## config.mk

```make
export PLATFORM = sky130hd
export DESIGN_NAME = mux8_rr_arbiter
export DESIGN_NICKNAME = d
export VERILOG_FILES = /design/src/rtl/mux8_rr_arbiter.sv
export SDC_FILE = /design/constraint.sdc
export NUM_CORES = 1
export LEC_CHECK = 0
export BUFFER_PORTS_ARGS = -buffer_cell sky130_fd_sc_hd__buf_2
export CORE_MARGIN = 5
export CORE_UTILIZATION = 25
export CTS_CLUSTER_DIAMETER = 150
export CTS_CLUSTER_SIZE = 12
export DETAILED_ROUTE_END_ITERATION = 16
export GPL_TIMING_DRIVEN = 0
export PLACE_DENSITY = 0.4
export SYNTH_ARGS = -nofsm -noshare
export SYNTH_HDL_FRONTEND = slang
export SYNTH_SLANG_ARGS = --single-unit
```

## constraint.sdc

```tcl
create_clock -name clk -period 5 [get_ports clk]
set_input_delay 1 -clock clk [delete_from_list [all_inputs] [get_ports clk]]
set_output_delay 1 -clock clk [all_outputs]
set_load 0.02 [all_outputs]
```

## src/rtl/mux8_rr_arbiter.sv

```systemverilog
// Round-robin arbiter driving the select of an 8-to-1 single-bit mux.
// The grant is bounded to MAX_HOLD cycles whenever another requester is waiting.
module mux8_rr_arbiter #(
    parameter int unsigned MAX_HOLD = 4
) (
    input  logic       clk,
    input  logic       rst_n,
    input  logic [7:0] req_i,
    input  logic [7:0] d_i,
    output logic [7:0] gnt_o,
    output logic [2:0] s_o,
    output logic       valid_o,
    output logic       y_o
);

    typedef enum logic [0:0] {
        ST_IDLE  = 1'b0,
        ST_GRANT = 1'b1
    } state_e;

    localparam logic [3:0] HOLD_LAST = 4'(MAX_HOLD - 1);

    // First set bit of r at or after start, wrapping 7 -> 0.
    function automatic logic [2:0] rr_pick(input logic [7:0] r, input logic [2:0] start);
        logic [2:0] idx;
        logic       found;
        rr_pick = start;
        found   = 1'b0;
        for (int i = 0; i < 8; i++) begin
            idx = start + 3'(i);
            if (!found && r[idx]) begin
                rr_pick = idx;
                found   = 1'b1;
            end else begin
                found = found;
            end
        end
    endfunction

    function automatic logic [7:0] onehot8(input logic [2:0] idx);
        onehot8 = 8'd1 << idx;
    endfunction

    state_e     state_q, state_d;
    logic [2:0] cur_q, cur_d;
    logic [2:0] ptr_q, ptr_d;
    logic [3:0] hold_q, hold_d;
    logic [7:0] gnt_q, gnt_d;
    logic       valid_q, valid_d;
    logic [7:0] others_s;
    logic       release_s;

    // Next-state selection for the grant FSM and its registered outputs.
    always_comb begin
        state_d   = state_q;
        cur_d     = cur_q;
        ptr_d     = ptr_q;
        hold_d    = hold_q;
        others_s  = req_i & ~onehot8(cur_q);
        release_s = !req_i[cur_q] || ((hold_q == HOLD_LAST) && (others_s != 8'd0));
        case (state_q)
            ST_IDLE: begin
                if (req_i != 8'd0) begin
                    state_d = ST_GRANT;
                    cur_d   = rr_pick(req_i, ptr_q);
                    ptr_d   = rr_pick(req_i, ptr_q) + 3'd1;
                    hold_d  = 4'd0;
                end else begin
                    state_d = ST_IDLE;
                end
            end
            ST_GRANT: begin
                if (release_s) begin
                    // Scan from cur+1 so an expired holder ranks last.
                    if (others_s != 8'd0) begin
                        cur_d  = rr_pick(others_s, cur_q + 3'd1);
                        ptr_d  = rr_pick(others_s, cur_q + 3'd1) + 3'd1;
                        hold_d = 4'd0;
                    end else begin
                        state_d = ST_IDLE;
                        ptr_d   = cur_q + 3'd1;
                        hold_d  = 4'd0;
                    end
                end else if (others_s == 8'd0) begin
                    hold_d = 4'd0;
                end else if (hold_q < HOLD_LAST) begin
                    hold_d = hold_q + 4'd1;
                end else begin
                    hold_d = hold_q;
                end
            end
            default: begin
                state_d = ST_IDLE;
                cur_d   = 3'd0;
                ptr_d   = 3'd0;
                hold_d  = 4'd0;
            end
        endcase
        gnt_d   = (state_d == ST_GRANT) ? onehot8(cur_d) : 8'd0;
        valid_d = (state_d == ST_GRANT);
    end

    // State and output registers; reset clears everything asynchronously.
    always_ff @(posedge clk or negedge rst_n) begin
        if (!rst_n) begin
            state_q <= ST_IDLE;
            cur_q   <= 3'd0;
            ptr_q   <= 3'd0;
            hold_q  <= 4'd0;
            gnt_q   <= 8'd0;
            valid_q <= 1'b0;
        end else begin
            state_q <= state_d;
            cur_q   <= cur_d;
            ptr_q   <= ptr_d;
            hold_q  <= hold_d;
            gnt_q   <= gnt_d;
            valid_q <= valid_d;
        end
    end

    assign gnt_o   = gnt_q;
    assign s_o     = cur_q;
    assign valid_o = valid_q;
    assign y_o     = valid_q & d_i[cur_q];

endmodule
```

==> results of run 1 <==
## flip-flops by register name, summed over array words and instances (netlist names)
signal   flops
valid_o      1
ptr_q        3
gnt_o        8
s_o          3
hold_q       4
## how the worst max path moves through the flow
stage / slack, ns / start / cells after the start / endpoint
finish: 0.36 / s_o[0] / 19 / ptr_q[2]
global route: 0.02 / s_o[0] / 20 / ptr_q[2]
CTS: 0.11 / s_o[0] / 18 / ptr_q[2]
detailed placement: 0.14 / s_o[0] / 18 / ptr_q[2]
global placement: 0.08 / s_o[0] / 18 / ptr_q[2]
floorplan: 0.85 / s_o[0] / 18 / ptr_q[2]
## metal layers
layer	routed length, um	global-route usage	part of all wire
met5	0	0	0
met3	714	0.0210	0.071
met1	4880	0.204	0.48
met2	4410	0.209	0.44
met4	65	0.0231	0.0065
## layout by cell type, fill, tap and decap left out, drive strengths merged, types with 5 or more instances in the layout
cell type	count
dfrtp	19
nand2	30
o21ai	14
nor2b	7
nor2	20
mux2	8
nor3	11
inv	17
mux4	23
o31ai	6
buf	43
ha	13
nand3	11
mux2i	23
nand4	5
clkbuf	13
and2	9
a22oi	5
o22ai	6
o221ai	5
a211oi	6
xnor2	9
a21oi	19
nand2b	11
## cells in the mapped netlist (5+ instances only)
cell / n
a211oi_1: 5
nor3_1: 11
nand2b_1: 11
and2_1: 8
a22oi_1: 5
buf_2: 6
nand3_1: 11
xnor2_1: 8
o31ai_1: 6
nand4_1: 5
nor2_1: 20
o221ai_1: 5
mux4_2: 23
inv_1: 15
clkbuf_1: 10
nand2_1: 30
o22ai_1: 5
nor2b_1: 7
mux2_2: 8
ha_1: 13
o21ai_0: 12
a21oi_1: 18
mux2i_1: 22
dfrtp_1: 19
## layout make-up
cell class                      count  share of cell area
Sequential cell                    19               0.134
Timing Repair Buffer               31              0.0443
Multi-Input combinational cell    294               0.690
Clock inverter                      1             0.00141
Clock buffer                        3              0.0211
Buffer                             22              0.0316
Tap cell                          168              0.0590
Inverter                           18              0.0190
## timing repair
action / in CTS / in global routing
setup endpoints to repair: 0 / 1
buffers inserted: 0 / 1
gates resized for setup: 0 / 2
## critical path, cell delays in order (launching register included)
cell and delay, ns:
dfrtp_2 0.45, buf_4 0.23, buf_2 0.25, inv_1 0.19, ha_1 0.33, buf_4 0.18, mux4_2 0.54, mux2_2 0.32
a211oi_1 0.21, nand4_1 0.23, nor2_1 0.16, nor3_1 0.09, xnor2_1 0.16, ha_1 0.27, o31ai_1 0.28, a21oi_1 0.11
nor3_1 0.15, a21oi_1 0.07, o2111ai_1 0.17, nand4_1 0.11
## stage by stage
step	hold WS, ns	util
floorplan	0.454	-
global placement	0.470	0.286
detailed placement	0.476	0.286
CTS	0.491	0.293
global route	0.519	0.294
finish	0.492	0.294
## cell families after synthesis
group / after synthesis
AND/OR/NAND/NOR: 120
multiplexers: 54
adder cells (fa/ha/maj): 13
buffers and inverters: 40
XOR/XNOR: 12
flip-flops: 19
AO/OA/AOI/OAI: 95
==> flow_metrics.py, run 1 <==
metrics = {
    "layout": {
        "multi_input_area_um2": 2460,
        "syn_to_final_growth_pct": 14.7,
        "regArea_um2": 477,
        "diodes": 0,
        "stdcell_area_um2": 3560,
        "num-fill-cells": 1329,
        "drive_gt1_frac": 0.245,
        "fin_cells": 556,
        "nets": 420,
    },
    "clock_network": {
        "clk_pin_slew_ns": 0.06,
        "cts-root-buf": "clkbuf_16",
        "htree_levels": 1,
        "clock-sinks": 19,
        "max-clock-path-buffers": 2,
        "holdBufCountCts": 0,
        "numCtsBuffers": 3,
        "clkLatencyLatePin_ns": 0.25,
        "cts_tree": "yes",
    },
    "sta": {
        "period_needed_ns": 4.64,
        "max_freq_ghz": 0.215,
        "finalClockSkew_ns": 0.00482,
        "slew_violations": 0,
        "fin_ws_ns": 0.356,
        "worst_pin_slew_ns": 0.688,
        "hold_viol_final": 0,
        "setup-violations-final": 0,
        "tns_ns": 0,
        "max-slew-margin-rel": 0.528,
        "period_share": 0.929,
        "rsz0062_at_grt": "no",
    },
    "placement": {
        "pre_cts_ws_ns": 0.138,
        "place_congestion": 0.824,
        "hpwlAfterDp_um": 7810,
        "placedCellCount": 551,
        "placed_cell_area_um2": 3460,
        "port_buffers": 30,
    },
    "synthesis": {
        "yosys.area_share.simple": 0.200,
        "synth.net_count": 384,
        "synth_seq_area_share": 0.153,
        "synthAdderAreaFrac": 0.0524,
        "yosysTopAreaCell": "mux4_2",
        "async_reset_ff_frac": 1.00,
        "synth.avg_cell_area_um2": 8.79,
        "yosysUniqueCellTypes": 65,
        "synth_compound_area_frac": 0.229,
        "synthFlopType": "dfrtp_1",
        "synth_seq_cells": 19,
        "synthesis.area_um2": 3100,
        "synth_top_family_by_area": "multiplexers",
        "synth-edff-count": 0,
        "synth_mux_area_frac": 0.271,
        "yosys-top-cells-area": "mux4_2, dfrtp_1, mux2i_1, ha_1, nand2_1",
        "ys_warn_count": 0,
        "synthXorXnorAreaFrac": 0.0363,
        "synth_top_area_share": 0.167,
        "synth_cells": 353,
    },
    "global_route": {
        "antenna_found_initial": 0,
        "grt_overflow": 0,
        "grt_max_degree": 20,
        "grt_usage": 0.136,
        "first_global_vias": 2993,
        "grt_pass1_wl_um": 16200,
    },
    "setup_path": {
        "worstReg2RegEnd": "ptr_q[2]",
        "cp_data_required_time_ns": 5.12,
        "worstSetupEndpointType": "flop",
        "cp.arrival_ns": 4.76,
        "crit_type": "flop to flop",
        "reg2reg_slack_ns": 0.36,
        "regToRegStartpoint": "s_o[0]",
        "start_kind": "flop",
        "critPathMaxFanout": 10,
        "r2r_cells": 19,
    },
    "hold_path": {
        "hp-class": "flop to flop",
        "min_path_cells": 1,
        "worstHoldStart": "hold_q[3]",
        "whs_endpoint": "hold_q[3]",
    },
    "job": {
        "drv_cap": 0,
    },
    "floorplan": {
        "io_pins": 31,
        "rows": 40,
        "die_area_um2": 14700,
        "design.core.area_um2": 12100,
        "die_h_um": 121,
        "start_util": 0.256,
        "fp.dieW_um": 121,
    },
    "detailed_routing": {
        "drt-initial-drc-count": 227,
        "via_per_inst": 5.37,
        "drcViolationCount": 0,
        "wl_per_cell_um": 18.1,
        "wl_um": 10100,
        "dr.pass1.iters": 4,
        "ant_nets": 0,
        "vias": 2986,
    },
    "run_status": {
        "outcome": "finished, final reports clean",
    },
}
Power of run 1 is not shown: default switching activity piles up to over one toggle a cycle in this logic, so the estimate is an artifact.
==> inputs of run 2 (changes only) <==
--- a/config.mk
+++ b/config.mk
@@ -8,10 +8,11 @@
 export BUFFER_PORTS_ARGS = -buffer_cell sky130_fd_sc_hd__buf_2
 export CORE_MARGIN = 5
-export CORE_UTILIZATION = 25
+export CORE_UTILIZATION = 45
 export CTS_CLUSTER_DIAMETER = 150
 export CTS_CLUSTER_SIZE = 12
 export DETAILED_ROUTE_END_ITERATION = 16
 export GPL_TIMING_DRIVEN = 0
-export PLACE_DENSITY = 0.4
+export MAX_ROUTING_LAYER = met4
+export PLACE_DENSITY = 0.63
 export SYNTH_ARGS = -nofsm -noshare
 export SYNTH_HDL_FRONTEND = slang
==> constraint.sdc (replaced) <==
create_clock -name clk -period 5 [get_ports clk]
set_input_delay 1 -clock clk [delete_from_list [all_inputs] [get_ports clk]]
set_output_delay 1 -clock clk [all_outputs]
set_load 0.1 [all_outputs]
==> run 2 against run 1 <==
Compared with the run above: final area is 3.9% lower; die area is 41% lower; core utilization is 21 points higher; routed wire length is 14% lower; global-route usage is 7.0 points higher; critical path type unchanged; critical endpoint unchanged.
==> flow_metrics.py, run 2 (same netlist as run 1, synthesis figures left out) <==
metrics = {
    "sta": {
        "max_freq_ghz": 0.215,
        "worst_pin_slew_ns": 0.697,
        "period_needed_ns": 4.65,
        "rsz0062_at_grt": "no",
        "slew_violations": 0,
        "finalClockSkew_ns": 0.00193,
        "hold_viol_final": 0,
        "period_share": 0.930,
        "setup-violations-final": 0,
        "max-slew-margin-rel": 0.522,
        "tns_ns": 0,
    },
    "global_route": {
        "grt_usage": 0.206,
        "grt_overflow": 0,
        "use_met1": 0.304,
        "grt-busiest-layer": "met2",
        "grt.met2_usage": 0.311,
        "grt_max_degree": 20,
        "first_global_vias": 2778,
        "grt_pass1_wl_um": 14100,
        "antenna_found_initial": 0,
        "grt_use_met3": 0.0153,
    },
    "detailed_routing": {
        "drcViolationCount": 0,
        "vias": 3017,
        "via_per_inst": 6.45,
        "dr.pass1.iters": 5,
        "wl_per_cell_um": 18.6,
        "ant_nets": 0,
        "drt-initial-drc-count": 307,
        "wl_um": 8710,
    },
    "clock_network": {
        "clk_pin_slew_ns": 0.06,
        "clkLatencyLatePin_ns": 0.25,
        "clock-sinks": 19,
        "numCtsBuffers": 3,
        "htree_levels": 1,
        "max-clock-path-buffers": 2,
        "holdBufCountCts": 0,
        "cts-root-buf": "clkbuf_8",
        "cts_tree": "yes",
    },
    "setup_path": {
        "start_kind": "flop",
        "reg2reg_slack_ns": 0.35,
        "worstSetupEndpointType": "flop",
        "cp.arrival_ns": 4.77,
        "cp_data_required_time_ns": 5.11,
        "crit_type": "flop to flop",
        "critPathMaxFanout": 10,
    },
    "layout": {
        "final_cell_mix": "buf_2, nand2_1, mux4_2, mux2i_1, nor2_1",
        "drive_gt1_frac": 0.242,
        "num-fill-cells": 657,
        "layout_commonest_cell": "buf_2",
        "syn_to_final_growth_pct": 10.2,
        "largest_reg_flops": 8,
        "nets": 420,
        "diodes": 0,
    },
    "floorplan": {
        "io_pins": 31,
        "die_h_um": 93.1,
        "rows": 30,
        "fp.dieW_um": 93.1,
        "design.core.area_um2": 6760,
        "die_area_um2": 8660,
        "start_util": 0.459,
    },
    "hold_path": {
        "hp-class": "flop to flop",
    },
    "placement": {
        "place_congestion": 0.939,
        "port_buffers": 30,
        "hpwlAfterDp_um": 6880,
    },
    "run_status": {
        "outcome": "finished, final reports clean",
    },
    "job": {
        "drv_cap": 0,
    },
}
-- run 2: worst max-delay path, cell delays in order, from the launching register on --
cell	delay (ns)
dfrtp_1	0.44
buf_4	0.24
buf_2	0.24
inv_1	0.18
ha_1	0.32
buf_4	0.18
xor2_2	0.37
mux4_2	0.64
a21oi_1	0.17
nor2_1	0.06
nor3_1	0.42
xnor2_1	0.13
ha_1	0.28
o31ai_1	0.26
a21oi_1	0.10
nor3_1	0.14
a21oi_1	0.06
o2111ai_1	0.13
nand4_1	0.13
-- run 2: area by class of cell --
type | count | area, um^2 | area share
multi-input cells | 294 | 2460 | 0.720
flip-flops and latches | 19 | 475 | 0.139
repair buffers | 31 | 158 | 0.0461
plain buffers | 22 | 113 | 0.0329
well taps | 80 | 100 | 0.0293
inverters | 18 | 67.6 | 0.0197
clock buffers | 4 | 45.0 | 0.0132
-- run 2: timing repair --
item                                    4_1_cts  5_1_grt
gates resized for setup                       0        2
endpoints found under the setup margin        0        1
setup buffers                                 0        1
-- run 2: final timing paths --
check	start	to	cells after the start
max	s_o[0]	ptr_q[2]	18
min	hold_q[2]	hold_q[2]	1
max reg2reg	s_o[0]	ptr_q[2]	18
min reg2reg	hold_q[2]	hold_q[2]	1
max in group asynchronous	rst_n	s_o[0]	1
min in group asynchronous	rst_n	hold_q[1]	1
-- run 2: per-layer routing --
metal / part of all wire / wire, um
met1: 0.47 / 4070
met2: 0.46 / 4030
met3: 0.057 / 498
met4: 0.013 / 112
met5: 0 / 0
-- run 2: per-stage QoR --
| stage | setup slack, ns | area, um^2 | utilization | std cells | hold WS, ns |
|---|---|---|---|---|---|
| final | 0.348 | 3420 | 0.506 | 468 | 0.493 |
| after detailed placement | 0.257 | 3350 | 0.496 | 463 | 0.472 |
| after global placement | 0.243 | 3350 | 0.496 | 463 | 0.469 |
| after floorplan | 0.291 | 3100 | - | 353 | 0.454 |
| after CTS | 0.207 | 3400 | 0.503 | 467 | 0.494 |
| after global routing | 0.0112 | 3420 | 0.506 | 468 | 0.521 |
Power of run 2 is left out for the same reason.
==> inputs of run 3 (changes only) <==
Settings changed: MAX_ROUTING_LAYER met4 to default, SLEW_MARGIN from default to 20.
==> run 3 against run 2 <==
Compared with the run above: critical path depth grew 1; flip-flop and latch count is the same; count of clock-buffer cells in the layout unchanged; die area unchanged; sequential share of layout area barely moved; hold slack worse by 0.0078 ns; global-route usage down 0.42 points; first-iteration DRC count shrank 14%; via count up 1.2%.
==> flow_metrics.py, run 3 (same netlist as run 1, synthesis figures left out) <==
metrics = {
    "sta": {
        "max_freq_ghz": 0.215,
        "max-slew-margin-rel": 0.510,
        "setup-violations-final": 0,
        "tns_ns": 0,
        "period_needed_ns": 4.65,
        "hold_viol_final": 0,
        "slew_violations": 0,
        "period_share": 0.930,
        "worst_pin_slew_ns": 0.732,
        "finalClockSkew_ns": 0.00185,
    },
    "hold_path": {
        "min_path_cells": 1,
        "hp-class": "flop to flop",
        "worstHoldStart": "hold_q[3]",
        "whs_endpoint": "hold_q[3]",
    },
    "setup_path": {
        "worstReg2RegEnd": "ptr_q[2]",
        "regToRegStartpoint": "s_o[0]",
        "start_kind": "flop",
        "r2r_cells": 19,
        "cp_data_required_time_ns": 5.11,
        "critPathMaxFanout": 10,
        "crit_type": "flop to flop",
        "cp.arrival_ns": 4.76,
        "reg2reg_slack_ns": 0.35,
        "worstSetupEndpointType": "flop",
    },
    "clock_network": {
        "clkLatencyLatePin_ns": 0.24,
        "cts_tree": "yes",
        "cts-root-buf": "clkbuf_8",
        "clk_pin_slew_ns": 0.06,
        "numCtsBuffers": 3,
        "htree_levels": 1,
        "holdBufCountCts": 0,
        "clock-sinks": 19,
        "max-clock-path-buffers": 2,
    },
    "global_route": {
        "grt_usage": 0.202,
        "grt_pass1_wl_um": 14400,
        "grt_overflow": 0,
        "first_global_vias": 2851,
        "grt_max_degree": 20,
        "antenna_found_initial": 0,
    },
    "detailed_routing": {
        "ant_nets": 0,
        "wl_per_cell_um": 18.7,
        "drt-initial-drc-count": 265,
        "vias": 3054,
        "via_per_inst": 6.53,
        "dr.pass1.iters": 5,
        "drcViolationCount": 0,
        "wl_um": 8770,
    },
    "floorplan": {
        "die_h_um": 93.1,
        "fp.dieW_um": 93.1,
        "design.core.area_um2": 6760,
        "io_pins": 31,
        "start_util": 0.459,
        "die_area_um2": 8660,
        "rows": 30,
    },
    "job": {
        "drv_cap": 0,
    },
    "layout": {
        "diodes": 0,
        "syn_to_final_growth_pct": 10.4,
        "largest_reg_flops": 8,
        "nets": 420,
        "stdcell_area_um2": 3430,
        "final_cell_mix": "buf_2, nand2_1, mux4_2, mux2i_1, nor2_1",
        "layout_commonest_cell": "buf_2",
        "drive_gt1_frac": 0.245,
    },
    "placement": {
        "placed_cell_area_um2": 3350,
        "hpwlAfterDp_um": 6820,
        "port_buffers": 30,
        "place_congestion": 0.925,
    },
    "run_status": {
        "outcome": "finished, final reports clean",
    },
}
-- run 3: changes by cell type in the layout (fill, tap and decap cells not counted) --
cell / change
nor3_1: -1
nor3_2: +1
-- run 3: routing by layer --
| layer | vias to the layer above | track usage | part of all wire |
|---|---|---|---|
| met1 | 1501 | 0.301 | 0.45 |
| met3 | 12 | 0.00885 | 0.065 |
| met5 | - | 0 | 0 |
| met4 | 0 | 0.0366 | 0.014 |
| met2 | 117 | 0.329 | 0.47 |
| li1 | 1424 | - | - |
-- run 3: cell type report --
type                            count  area [um^2]
Fill cell                         643         3330
Buffer                             22          113
Multi-Input combinational cell    294         2470
Inverter                           18         67.6
Tap cell                           80          100
Timing Repair Buffer               31          158
Clock buffer                        4         45.0
Sequential cell                    19          475
-- run 3: repair_timing --
item,CTS,global route
buffers inserted,0,1
endpoints found under the setup margin,0,1
gates resized for setup,0,3
-- run 3: worst max path at each step --
stage                 from  endpoint  slack [ns]  depth (start not counted)
floorplan           s_o[0]  ptr_q[2]        0.29                         18
global placement    s_o[0]  ptr_q[2]        0.23                         18
detailed placement  s_o[0]  ptr_q[2]        0.20                         18
CTS                 s_o[0]  ptr_q[2]        0.16                         18
global route        s_o[0]  ptr_q[2]       -0.02                         20
finish              s_o[0]  ptr_q[2]        0.35                         19
-- run 3: stage by stage --
stage          worst slack, ns   util  std cells  hold slack, ns
2_1_floorplan            0.291      -        353           0.454
3_3_place_gp             0.227  0.496        463           0.470
3_5_place_dp             0.197  0.496        463           0.475
4_1_cts                  0.160  0.503        467           0.491
5_1_grt                -0.0181  0.507        468           0.526
6_report                 0.348  0.507        468           0.485
-- run 3: critical path, cell delays in order, from the launching register on --
cell	delay, ns
dfrtp_1	0.44
buf_4	0.24
buf_2	0.25
inv_1	0.20
ha_1	0.34
buf_4	0.19
mux4_2	0.54
mux2_2	0.32
a211oi_1	0.25
nand4_1	0.21
nor2_1	0.18
nor3_2	0.09
xnor2_1	0.17
ha_1	0.27
o31ai_1	0.27
a21oi_1	0.10
nor3_1	0.14
a21oi_1	0.06
o2111ai_1	0.13
nand4_1	0.12
Power of run 3 is left out for the same reason.
